$ cat src/rtl/instr_cache.sv
// Direct-mapped, one-word-per-line instruction cache with a single
// outstanding refill to backing memory and a saturating miss counter.
module instr_cache #(
    parameter int LINES = 16
) (
    input  logic        clk,
    input  logic        srst,
    input  logic [31:0] pc_f,
    input  logic        inval,
    output logic [31:0] instr_f,
    output logic        stall_o,
    output logic        mem_req,
    output logic [31:0] mem_addr,
    input  logic        mem_ack,
    input  logic [31:0] mem_rdata,
    output logic [15:0] miss_cnt
);
    localparam int IB = $clog2(LINES);
    localparam int TW = 30 - IB;
    localparam logic [31:0] NOP = 32'h0000_0013;

    typedef enum logic {IDLE, REFILL} state_t;

    state_t            state;
    logic [LINES-1:0]  valid;
    logic [TW-1:0]     tag_arr  [LINES];
    logic [31:0]       data_arr [LINES];
    logic              inval_pend;
    logic [29:0]       miss_addr;

    logic [IB-1:0]     idx;
    logic [TW-1:0]     tag;
    logic [IB-1:0]     fill_idx;
    logic [TW-1:0]     fill_tag;
    logic              hit;
    logic              fill_we;
    logic              unused_pc_lsb;

    assign idx           = pc_f[IB+1:2];
    assign tag           = pc_f[31:IB+2];
    assign fill_idx      = miss_addr[IB-1:0];
    assign fill_tag      = miss_addr[29:IB];
    assign unused_pc_lsb = ^pc_f[1:0];

    // Lookup is gated by reset so the fetch stage sees a stall/NOP even
    // before the first reset edge has cleared the valid bits.
    assign hit      = srst && (state == IDLE) && valid[idx] && (tag_arr[idx] == tag);
    assign instr_f  = hit ? data_arr[idx] : NOP;
    assign stall_o  = !hit;
    assign mem_addr = {miss_addr, 2'b00};
    assign fill_we  = srst && (state == REFILL) && mem_ack;

    // Tag/data storage: no reset so it can map onto plain RAM.
    always_ff @(posedge clk) begin
        if (fill_we) begin
            tag_arr[fill_idx]  <= fill_tag;
            data_arr[fill_idx] <= mem_rdata;
        end
    end

    // Control FSM: miss detection, refill handshake, invalidation, counter.
    always_ff @(posedge clk) begin
        if (!srst) begin
            state      <= IDLE;
            valid      <= '0;
            inval_pend <= 1'b0;
            miss_cnt   <= '0;
            mem_req    <= 1'b0;
            miss_addr  <= '0;
        end else begin
            case (state)
                IDLE: begin
                    if (inval) begin
                        valid <= '0;
                    end else if (!hit) begin
                        miss_addr  <= pc_f[31:2];
                        mem_req    <= 1'b1;
                        inval_pend <= 1'b0;
                        state      <= REFILL;
                        if (miss_cnt != 16'hFFFF)
                            miss_cnt <= miss_cnt + 16'd1;
                    end
                end
                REFILL: begin
                    if (inval)
                        inval_pend <= 1'b1;
                    if (mem_ack) begin
                        // An invalidate seen at any point during the refill
                        // wins over the freshly written line.
                        if (inval_pend || inval)
                            valid <= '0;
                        else
                            valid[fill_idx] <= 1'b1;
                        inval_pend <= 1'b0;
                        mem_req    <= 1'b0;
                        state      <= IDLE;
                    end
                end
                default: state <= IDLE;
            endcase
        end
    end

endmodule

$ cat config.mk
export PLATFORM = sky130hd
export DESIGN_NAME = instr_cache
export DESIGN_NICKNAME = d
export VERILOG_FILES = /design/src/rtl/instr_cache.sv
export SDC_FILE = /design/constraint.sdc
export NUM_CORES = 1
export LEC_CHECK = 0
export BUFFER_PORTS_ARGS = -buffer_cell sky130_fd_sc_hd__buf_2
export CELL_PAD_IN_SITES_DETAIL_PLACEMENT = 1
export CELL_PAD_IN_SITES_GLOBAL_PLACEMENT = 2
export CORE_MARGIN = 2
export CORE_UTILIZATION = 44
export CTS_CLUSTER_DIAMETER = 120
export DETAILED_ROUTE_END_ITERATION = 12
export GPL_ROUTABILITY_DRIVEN = 0
export PLACE_DENSITY = 0.84
export SLEW_MARGIN = 20
export SYNTH_ARGS = -nofsm -noshare
export SYNTH_HDL_FRONTEND = slang
export SYNTH_SLANG_ARGS = --single-unit
$ cat constraint.sdc
create_clock -name clk -period 5.9 [get_ports clk]
set_input_delay 1.18 -clock clk [delete_from_list [all_inputs] [get_ports clk]]
set_output_delay 1.18 -clock clk [all_outputs]
set_load 0.01 [all_outputs]
* Yosys cells after proc, flatten, opt, wreduce, memory -nomap -nowiden *
Memory sizes are Yosys's and may differ from the RTL's.
Index checks and enable logic that the tools add are counted.

cells by class
  $add $sub $neg = 1
  bitwise operators = 4
  equal/unequal tests = 7
  order comparisons = 3
  multiplexer cells = 24
  reduce and logical (&&, ||, !) cells = 13

operators by type and width
  kind                   number
  $mux 16                3
  $mux 32                1
  $pmux 16 s2            1
  $eq 26x26->1           1
  $add 16x1->16 const B  1
  $ne 16x16->1 const B   1
  $or 16x16->16          1
  $mux 1                 14
  $lt 4x5->1 const B     2
  $reduce_and 3->1       3
  $ne 2x2->1 const B     4
  $logic_and 1x1->1      6
  $pmux 1 s2             3
  $bmux 1 s4             1
  $demux 1 s4            1
  $ge 4x1->1 const B     1
  $reduce_and 4->1       1
  $ne 3x3->1 const B     1
  $not 1->1              3
  $reduce_and 2->1       1
  $logic_not 1->1        1
  $logic_or 1x1->1       1

word-level totals
  memories kept = 2
  memory bits (writable) = 928
  flip-flop bits (word level) = 65
  output and inout bits = 82
  logic and storage cells = 60
  input bits = 68

memories
  memory    words  width  read ports  clocked after memory_dff  wr ports  line  text
  data_arr  16     32     1           0                         1         27    logic [31:0] data_arr [LINES];
  tag_arr   16     26     1           0                         1         26    logic [TW-1:0] tag_arr [LINES];

* Depth between registers and ports, before layout *
Gate-level depths: netlist of the first run.

  word-level depth = 8
  mapped depth = 15
  depth with buffers taken out = 9

* Worst setup path before layout of the first run *
No wires, ideal clock.

  path kind = input-to-reg
  from = in srst
  to = mem data_arr[12][0] (enable)
  cell stages on the path = 4
  buffers on the path = 0
  arrival time = 5.648 ns
  slack = -0.293 ns
  cell sequence = clkinv_1 nor2_1 nand3_1 nor3_1

on the way
  longest elaborated chain between the ends = 4

ends and longest elaborated chain
  what                            line  text
  start, declared                 7     input logic srst,
  $logic_and 1x1->1 (2 in a row)  51    assign fill_we = srst && (state == REFILL) && mem_ack;
  $mux 1                          55    if (fill_we) begin
  $mux 1 (implied by the code)    57    data_arr[fill_idx] <= mem_rdata;
  end, declared                   27

No other way between the ends.

* Worst setup path after layout of the first run *
  from = in pc_f[4]
  to = out instr_f[4]

on the way
  longest elaborated chain between the ends = 5

ends and longest elaborated chain
  what                                                                   line  text
  start, declared                                                        8     input logic [31:0] pc_f,
  parallel branches: the longest is 4 deep, another holds $mem_v2 16x26  n/a
  $mux 32 (*)                                                            48    assign instr_f = hit ? data_arr[idx] : NOP;
  end, declared                                                          10    output logic [31:0] instr_f,

Mark *: on every way between the ends. The select of a mux whose other input is x is not followed.

==> results of run 1 <==
how the worst min path moves through the flow:
stage | startpoint | end | slack [ns] | depth (start not counted)
floorplan | valid[10] | valid[10] | 0.43 | 2
global placement | mem_req | mem_req | 0.45 | 2
detailed placement | valid[8] | valid[8] | 0.46 | 2
CTS | mem_req | mem_req | 0.47 | 2
global route | mem_req | mem_req | 0.50 | 2
finish | mem_req | mem_req | 0.46 | 2
Yosys cell counts (19+ instances only):
cell | count | area (sq um)
nor2b_1 | 35 | 219
nand3_1 | 42 | 210
mux4_2 | 261 | 5880
buf_2 | 37 | 185
mux2i_1 | 69 | 691
a21oi_1 | 19 | 95.1
dfxtp_1 | 65 | 1300
clkbuf_1 | 37 | 139
nand2_1 | 47 | 176
xnor2_1 | 20 | 175
nor2_1 | 46 | 173
a21oi_2 | 33 | 289
edfxtp_1 | 928 | 27900
cells by family (layout without fill, tap and decap cells):
group / after synthesis / count (layout) / share of synthesized area
fa+ha+maj: 1 / 1 / 0.000322
compound gates: 110 / 110 / 0.0215
other cells: 1 / 4 / 0.0000967
flops: 993 / 993 / 0.752
xor+xnor: 24 / 24 / 0.00542
simple gates: 254 / 254 / 0.0341
buf+inv: 110 / 417 / 0.0152
mux: 338 / 338 / 0.172
worst max-delay path, delay by kind of cell:
family,cells,cell delay (ns)
mux,3,0.84
buf+inv,5,1.29
xor+xnor,1,0.34
simple gates,4,0.73
cell type report:
type / count / area [sq um]
clock buffer: 118 / 2650
tap: 1155 / 1450
sequential: 993 / 29200
antenna: 2 / 5.00
multi-input combinational: 729 / 9200
timing repair buffer: 220 / 1500
inverter: 10 / 40.0
fill: 7790 / 42300
clock inverter: 69 / 724
layer usage:
layer,up-vias,global-route usage
met4,8,0.0547
li1,8055,-
met2,823,0.368
met1,10700,0.306
met5,-,0
met3,149,0.0356
placed cells by master (no fill, tap or decap), types with 13 or more instances in the layout:
master	n
a21oi_1	19
mux4_2	261
a21oi_2	33
nor2_1	33
clkbuf_16	102
buf_4	59
xnor2_1	20
mux2i_1	69
nand2_1	47
clkinv_2	24
dfxtp_1	65
nor2b_1	35
buf_12	15
buf_2	142
clkinv_1	21
nand3_1	42
nor2_4	13
edfxtp_1	928
sequential cells by signal (all words and copies together) (netlist names):
name	flops
valid	16
inval_pend	1
state	1
miss_cnt	16
mem_req	1
miss_addr	30
tag_arr	416
data_arr	512
power breakdown:
part	internal, mW	switching [mW]
clock network	3.72	2.74
logic	0.294	0.396
registers	7.73	0.0677
total	11.7	3.20
what timing repair did:
item	CTS	global route
setup endpoints to repair	8	11
gates resized for setup	1	1
endpoints found under the hold margin	0	0
buffers inserted	0	1
pin swaps	0	0
==> results.toml, run 1 <==
[outcome]
status = "completed"

[synth]
yosysWarnings = 0
synth_area_sq_um = 38800
synth_enable_flop_cells = 928
synth-seq-area-share = 0.752
yosysUniqueCellTypes = 63
synthCells = 1831
ys_ff_latch = 993
synth_flop_cell = "edfxtp_1"
async_reset_ff_frac = 0
synth.avg_cell_area_sq_um = 21.2

[critical_path]
worstSetupStartpoint = "pc_f[4]"
r2r_slack_ns = 2.08
ff2ff_path_depth = 10
cpMostUsedCell = "buf_4"
worst-path-max-fanout = 32
setup.worst_path.end_class = "primary output"
crit_type = "in -> out"
slowest_delay_ns = 0.55
critPathArrivalTime_ns = 4.45
cp.required_ns = 4.72
reg2reg_from = "tag_arr[4][8]"
crit_end = "instr_f[4]"
setup.worst_path.start_class = "input port"
r2r-end = "miss_addr[18]"
crit_path_top_delay_cell = "mux4_2"
path_cells = "buf_6, buf_4, mux4_2, mux2i_1, mux2i_1, xnor2_1, nand4_1, nor2_1, nand4_1, buf_4, buf_4, or2_1, buf_2"

[placement]
post_dp_cell_area_sq_um = 41300
place_inst = 3106
dp_hpwl_um = 55400
dpl_worst_slack_ns = -0.168
place.port_buffers = 145

[cells_and_area]
fin_area_sq_um = 44700
utilization = 0.514
finalNonFillerCells = 3296
drive_gt1_frac = 0.337
areaGrowthSynthToFinish_pct = 15.3
layout.nets = 2124

[timing]
tns_ns = 0
clock_skew_ns = 0.0394
max_slew.worst_pin.slew_ns = 0.979
post-route-period-util = 0.954
max_slew_margin = 0.347
hold_violations = 0
finalSetupViolCount = 0
fmax_mhz = 178
period_needed_ns = 5.63
worst_slack_ns = 0.270
finalMaxSlewViolations = 0
grt_setup_unrepaired = "no"
whs_ns = 0.464

[route]
wl_per_cell_um = 30.1
drt_pass1_iterations = 7
route.met3.wl_um = 6450
routed_wl_um = 99100
top_layer_used = "met5"
drt_first_iter_violations = 2169
met1_length_um = 40400
postRouteAntennaNets = 0
drc = 0
wl_met2_um = 50100
viasPerCell = 5.98
num_vias = 19700

[global_route]
first_global_vias = 21100
grt_antenna_before_repair = 6
grt-ovfl-total = 0
grt_max_degree = 77
grt.total_usage = 0.221
grt_pass1_wl_um = 145000

[clock_network]
cts_tree = "yes"
cts.htree.levels = 3
cts_sinks = 993
clk_latency_ns = 0.67
cts_buffers = 101
postCtsHoldBufs = 0
cts_root_buf = "clkbuf_16"
clk_pin_slew_ns = 0.07
clk_path_buf_depth = 3

[min_path]
hold_class = "reg -> reg"

[power_and_ir_drop]
peakVddDrop_v = 0.000247
power_mw = 14.9
powerDensity_nw_per_um2 = 334
p_leak_nw = 14.2

[die]
die_h_um = 301
start_util = 0.446
coreArea_sq_um = 87000
die_w_um = 301
fp-row-count = 108
dieArea_sq_um = 90600
pin_count = 150

[flow_run]
maxCapViolations = 0
Note: power is estimated with default switching activity, not from simulation.
==> run 2: changes to the inputs <==
--- a/config.mk
+++ b/config.mk
@@ -5,11 +5,12 @@
 export SDC_FILE = /design/constraint.sdc
 export NUM_CORES = 1
 export LEC_CHECK = 0
+export ABC_AREA = 1
 export BUFFER_PORTS_ARGS = -buffer_cell sky130_fd_sc_hd__buf_2
 export CELL_PAD_IN_SITES_DETAIL_PLACEMENT = 1
 export CELL_PAD_IN_SITES_GLOBAL_PLACEMENT = 2
 export CORE_MARGIN = 2
-export CORE_UTILIZATION = 44
+export CORE_UTILIZATION = 38
 export CTS_CLUSTER_DIAMETER = 120
 export DETAILED_ROUTE_END_ITERATION = 12
 export GPL_ROUTABILITY_DRIVEN = 0
==> results.toml, run 2 <==
[outcome]
status = "completed"

[placement]
dp_hpwl_um = 62700
place.port_buffers = 145
place_inst = 4890

[global_route]
grt_max_degree = 122
first_global_vias = 28800
grt-ovfl-total = 0
grt_pass1_wl_um = 181000
grt.total_usage = 0.218
grt_antenna_before_repair = 9

[synth]
synth_area_sq_um = 40800
synthCells = 3488
yosysTopAreaCell = "edfxtp_1"
synth.area.top_cells = "edfxtp_1 (68%), nand2_1 (7.6%), nand3_1 (3.3%), dfxtp_1 (3.2%), a21oi_1 (2.8%)"
synth.avg_cell_area_sq_um = 11.7
yosysWarnings = 0
yosysMostFrequentCell = "edfxtp_1"
ys_ff_latch = 993
yosysUniqueCellTypes = 42
async_reset_ff_frac = 0
synth_flop_cell = "edfxtp_1"
synthTopCellsByCount = "edfxtp_1 (928), nand2_1 (827), nor2_1 (295)"
synth_enable_flop_cells = 928
synth-seq-area-share = 0.716
synthDominantCellAreaShare = 0.684

[critical_path]
crit_path_top_delay_cell = "buf_4"
critPathTopFamily = "simple AND/OR/NAND/NOR gates"
path_cells = "buf_8, buf_4, nand2_1, nand3_1, nand3_1, nand3_1, nand2_1, nand2_1, nand4_1, nor2_1, nand3_1, nor2_2, inv_2, buf_12, nor3_2, buf_2"
cpMostUsedCell = "nand3_1"
slowest_delay_ns = 0.44
crit_type = "in -> out"
worst-path-max-fanout = 40
setup.worst_path.end_class = "primary output"
setup.worst_path.start_class = "input port"
critPathArrivalTime_ns = 4.45
path_buf_inv = 5
cp.required_ns = 4.72

[timing]
max_slew_margin = 0.290
finalMaxSlewViolations = 0
post-route-period-util = 0.953
period_needed_ns = 5.63
tns_ns = 0
clock_skew_ns = 0.0277
whs_ns = 0.452
fmax_mhz = 178
hold_violations = 0
max_slew.worst_pin.slew_ns = 1.07
finalSetupViolCount = 0
grt_setup_unrepaired = "no"

[clock_network]
clk_latency_ns = 0.70
cts_tree = "yes"
cts_resized = 0
clk_pin_slew_ns = 0.06
postCtsHoldBufs = 0
cts_buffers = 105
cts_setup_buffers = 0
clk_path_buf_depth = 3
cts.htree.levels = 3
cts_sinks = 993
cts_root_buf = "clkbuf_16"

[cells_and_area]
largest_register_ffs = 512
drive_gt1_frac = 0.117
areaGrowthSynthToFinish_pct = 14.4
final_common_cell = "edfxtp_1"
num_antenna_cells = 0
layout_common_cells = "edfxtp_1 (928), nand2_1 (827), nor2_1 (295)"
top_regs = "data_arr: 512 flops, tag_arr: 416 flops, miss_addr: 30 flops"
largest_register = "data_arr"
finalNonFillerCells = 5083
fillCellCount = 11200
layout.nets = 3663
utilization = 0.437

[power_and_ir_drop]
powerDensity_nw_per_um2 = 330
p_leak_nw = 16.9
power_mw = 15.4
power_frac_seq = 0.510
power_frac_comb = 0.058
sw_frac_of_total = 0.231
peakVddDrop_v = 0.000259
p_sw_mw = 3.55
clockPowerShare = 0.431
p_int_mw = 11.8

[die]
dieArea_sq_um = 110000
die_h_um = 331
coreArea_sq_um = 107000
fp-row-count = 120
die_w_um = 331
pin_count = 150
start_util = 0.382

[min_path]
hold_class = "reg -> reg"

[route]
routed_wl_um = 122000
drc = 0
num_vias = 27900
drt_first_iter_violations = 2431
postRouteAntennaNets = 0
drt_pass1_iterations = 5
viasPerCell = 5.48
wl_per_cell_um = 23.9

[flow_run]
maxCapViolations = 0
run 2: cell count changes after synthesis, sizes merged, moves of 62 or more:
cell / previous run / this run
inv: 9 / 213
mux4: 261 / 0
nand2: 59 / 829
a21oi: 52 / 228
clkbuf: 37 / 105
nand3: 42 / 273
mux2i: 69 / 0
a221oi: 4 / 66
nor2: 46 / 296
nor3: 8 / 74
o21ai: 10 / 143
run 2: metrics by stage:
step / cell area [sq um] / worst slack (ns)
finish: 46600 / 0.275
global route: 46600 / 0.0828
CTS: 46600 / 0.316
detailed placement: 43200 / 0.363
global placement: 43200 / 0.406
floorplan: 40800 / -0.522
run 2: worst paths after layout:
kind	startpoint	slack [ns]	endpoint	cells after the start
hold reg to reg	valid[13]	0.45	valid[13]	2
setup / recovery	pc_f[2]	0.27	instr_f[11]	16
setup reg to reg	tag_arr[4][3]	2.44	miss_addr[13]	16
hold / removal	valid[13]	0.45	valid[13]	2
run 2: kinds of logic after synthesis:
group | synth area share
buffers and inverters | 0.0457
DFF | 0.716
AOI/OAI and AO/OA | 0.0824
and+or+nand+nor | 0.155
other | 0.0000920
xor gates and xnor gates | 0.000860
adders and majority gates | 0.000307
run 2: layout make-up:
type	instances	area, sq um	share of cell area
sequential	993	29200	0.626
multi-input combinational	2062	9820	0.211
clock buffer	131	2800	0.0600
tap	1403	1760	0.0377
timing repair buffer	218	1600	0.0343
inverter	214	830	0.0178
clock inverter	62	656	0.0141
run 2: metal layers:
metal	up-vias	part of all wire	global-route usage
met4	10	0.036	0.0790
met2	856	0.49	0.368
met3	259	0.057	0.0340
li1	12600	-	-
met5	-	0.00047	0
met1	14200	0.42	0.284
run 2: tightest hold or removal path, delay by kind of cell, from the launching register on:
family	cells	cell delay, ns
AOI/OAI and AO/OA	1	0.05
DFF	1	0.30
buffers and inverters	1	0.06
run 2: power groups by stage:
| stage | combinational (mW) | sequential (mW) | clock (mW) |
|---|---|---|---|
| finish | 0.896 | 7.84 | 6.63 |
| floorplan | 0.541 | 7.97 | 0 |
| global route | 0.992 | 7.85 | 6.96 |
| detailed placement | 0.896 | 7.99 | 0 |
| CTS | 0.903 | 7.84 | 6.72 |
| global placement | 0.869 | 7.99 | 0 |
==> run 3: changes to the inputs <==
--- a/config.mk
+++ b/config.mk
@@ -6,13 +6,13 @@
 export NUM_CORES = 1
 export LEC_CHECK = 0
 export ABC_AREA = 1
-export BUFFER_PORTS_ARGS = -buffer_cell sky130_fd_sc_hd__buf_2
 export CELL_PAD_IN_SITES_DETAIL_PLACEMENT = 1
 export CELL_PAD_IN_SITES_GLOBAL_PLACEMENT = 2
 export CORE_MARGIN = 2
-export CORE_UTILIZATION = 38
+export CORE_UTILIZATION = 39
 export CTS_CLUSTER_DIAMETER = 120
 export DETAILED_ROUTE_END_ITERATION = 12
+export DONT_BUFFER_PORTS = 1
 export GPL_ROUTABILITY_DRIVEN = 0
 export PLACE_DENSITY = 0.84
 export SLEW_MARGIN = 20
==> results.toml, run 3 (synthesis gave the netlist of run 2 again) <==
[die]
die_h_um = 327
fp-row-count = 118
dieArea_sq_um = 107000
die_w_um = 327
coreArea_sq_um = 104000
pin_count = 150
start_util = 0.393

[cells_and_area]
drive_gt1_frac = 0.0881
num_antenna_cells = 0
areaGrowthSynthToFinish_pct = 12.7
layout_common_cells = "edfxtp_1 (928), nand2_1 (827), nor2_1 (295)"
final_common_cell = "edfxtp_1"
largest_register_ffs = 512
largest_register = "data_arr"
seq_area_sq_um = 29200
finalNonFillerCells = 4945
layout.nets = 3542
top_regs = "data_arr: 512 flops, tag_arr: 416 flops, miss_addr: 30 flops"
multi_input_area_sq_um = 9820
fillCellCount = 11000

[critical_path]
setup.worst_path.start_class = "input port"
setup.worst_path.end_class = "primary output"
r2r_slack_ns = 2.89
critPathArrivalTime_ns = 4.56
reg2reg_from = "state"
crit_type = "in -> out"
r2r-end = "data_arr[13][16]"
cp.required_ns = 4.72
worst-path-max-fanout = 514
ff2ff_path_depth = 3

[timing]
finalSetupViolCount = 0
post-route-period-util = 0.973
max_slew_margin = -0.00797
clock_skew_ns = 0.0169
max_slew.worst_pin.slew_ns = 1.51
whs_ns = 0.455
tns_ns = 0
fmax_mhz = 174
finalMaxSlewViolations = 19
hold_violations = 0
period_needed_ns = 5.74
grt_setup_unrepaired = "no"

[global_route]
grt.total_usage = 0.221
grt_pass1_wl_um = 178000
grt-ovfl-total = 0
grt_antenna_before_repair = 1
grt_max_degree = 515
first_global_vias = 28800

[outcome]
violations = "slew limit"
status = "complete, but fails checks"

[clock_network]
cts_resized = 0
cts_buffers = 104
clk_pin_slew_ns = 0.06
clk_path_buf_depth = 3
cts.htree.levels = 3
cts_tree = "yes"
cts_sinks = 993
cts_root_buf = "clkbuf_16"
postCtsHoldBufs = 0
cts_setup_buffers = 0
clk_latency_ns = 0.68

[min_path]
hp-start = "valid[13]"
worstHoldPathCells = 2
hold_class = "reg -> reg"
hold_path_end = "valid[13]"

[route]
drt_first_iter_violations = 1913
drt_pass1_iterations = 5
viasPerCell = 5.53
num_vias = 27400
wl_per_cell_um = 24.2
routed_wl_um = 120000
drc = 0
postRouteAntennaNets = 0

[power_and_ir_drop]
powerDensity_nw_per_um2 = 332
peakVddDrop_v = 0.000222
p_leak_nw = 16.4

[flow_run]
maxCapViolations = 0

[placement]
place.port_buffers = 0
dp_hpwl_um = 61200
place_inst = 4747
## run 3: area by class of cell
class / instances / area share
sequential: 993 / 0.635
multi-input combinational: 2062 / 0.214
clock buffer: 127 / 0.0599
tap: 1380 / 0.0376
timing repair buffer: 98 / 0.0193
inverter: 214 / 0.0181
clock inverter: 71 / 0.0159
## run 3: layer usage
layer,GRT usage,vias up,wire length (um)
li1,-,12300,-
met1,0.281,14100,50100
met2,0.382,766,59700
met3,0.0414,199,6960
met4,0.0694,0,3090
met5,0,-,0
## run 3: critical path, stage by stage
cell      delay [ns]
clkinv_8        0.33
buf_4           0.34
o21ai_0         0.25
nand3_1         0.13
nand3_1         0.16
nand3_1         0.08
nand2_1         0.18
inv_1           0.06
nor2_1          0.21
nand3_1         0.13
nor2_2          0.29
inv_2           0.22
buf_12          0.24
nor3_2          0.30
buf_4           0.20
## run 3: how the worst max path moves through the flow
stage             from              end
2_1_floorplan     srst  data_arr[11][0]
3_3_place_gp   pc_f[2]       instr_f[6]
3_5_place_dp   pc_f[2]       instr_f[6]
4_1_cts        pc_f[2]       instr_f[6]
5_1_grt        pc_f[2]       instr_f[6]
6_report       pc_f[2]       instr_f[6]
## run 3: report_power, final
group | switching [mW] | total, mW | internal, mW
Clock | 2.79 | 6.72 | 3.93
Combinational | 0.436 | 0.645 | 0.210
Sequential | 0.102 | 7.86 | 7.76
Total | 3.32 | 15.2 | 11.9
## run 3: stage by stage
stage	utilization	setup WS, ns	power [mW]	area (sq um)
final	0.443	0.158	15.2	45900
after global routing	0.443	0.168	15.7	45900
after CTS	0.443	0.442	15.3	45900
after detailed placement	0.409	0.573	8.66	42400
after global placement	0.409	0.540	8.63	42400
after floorplan	-	-0.522	8.51	40800
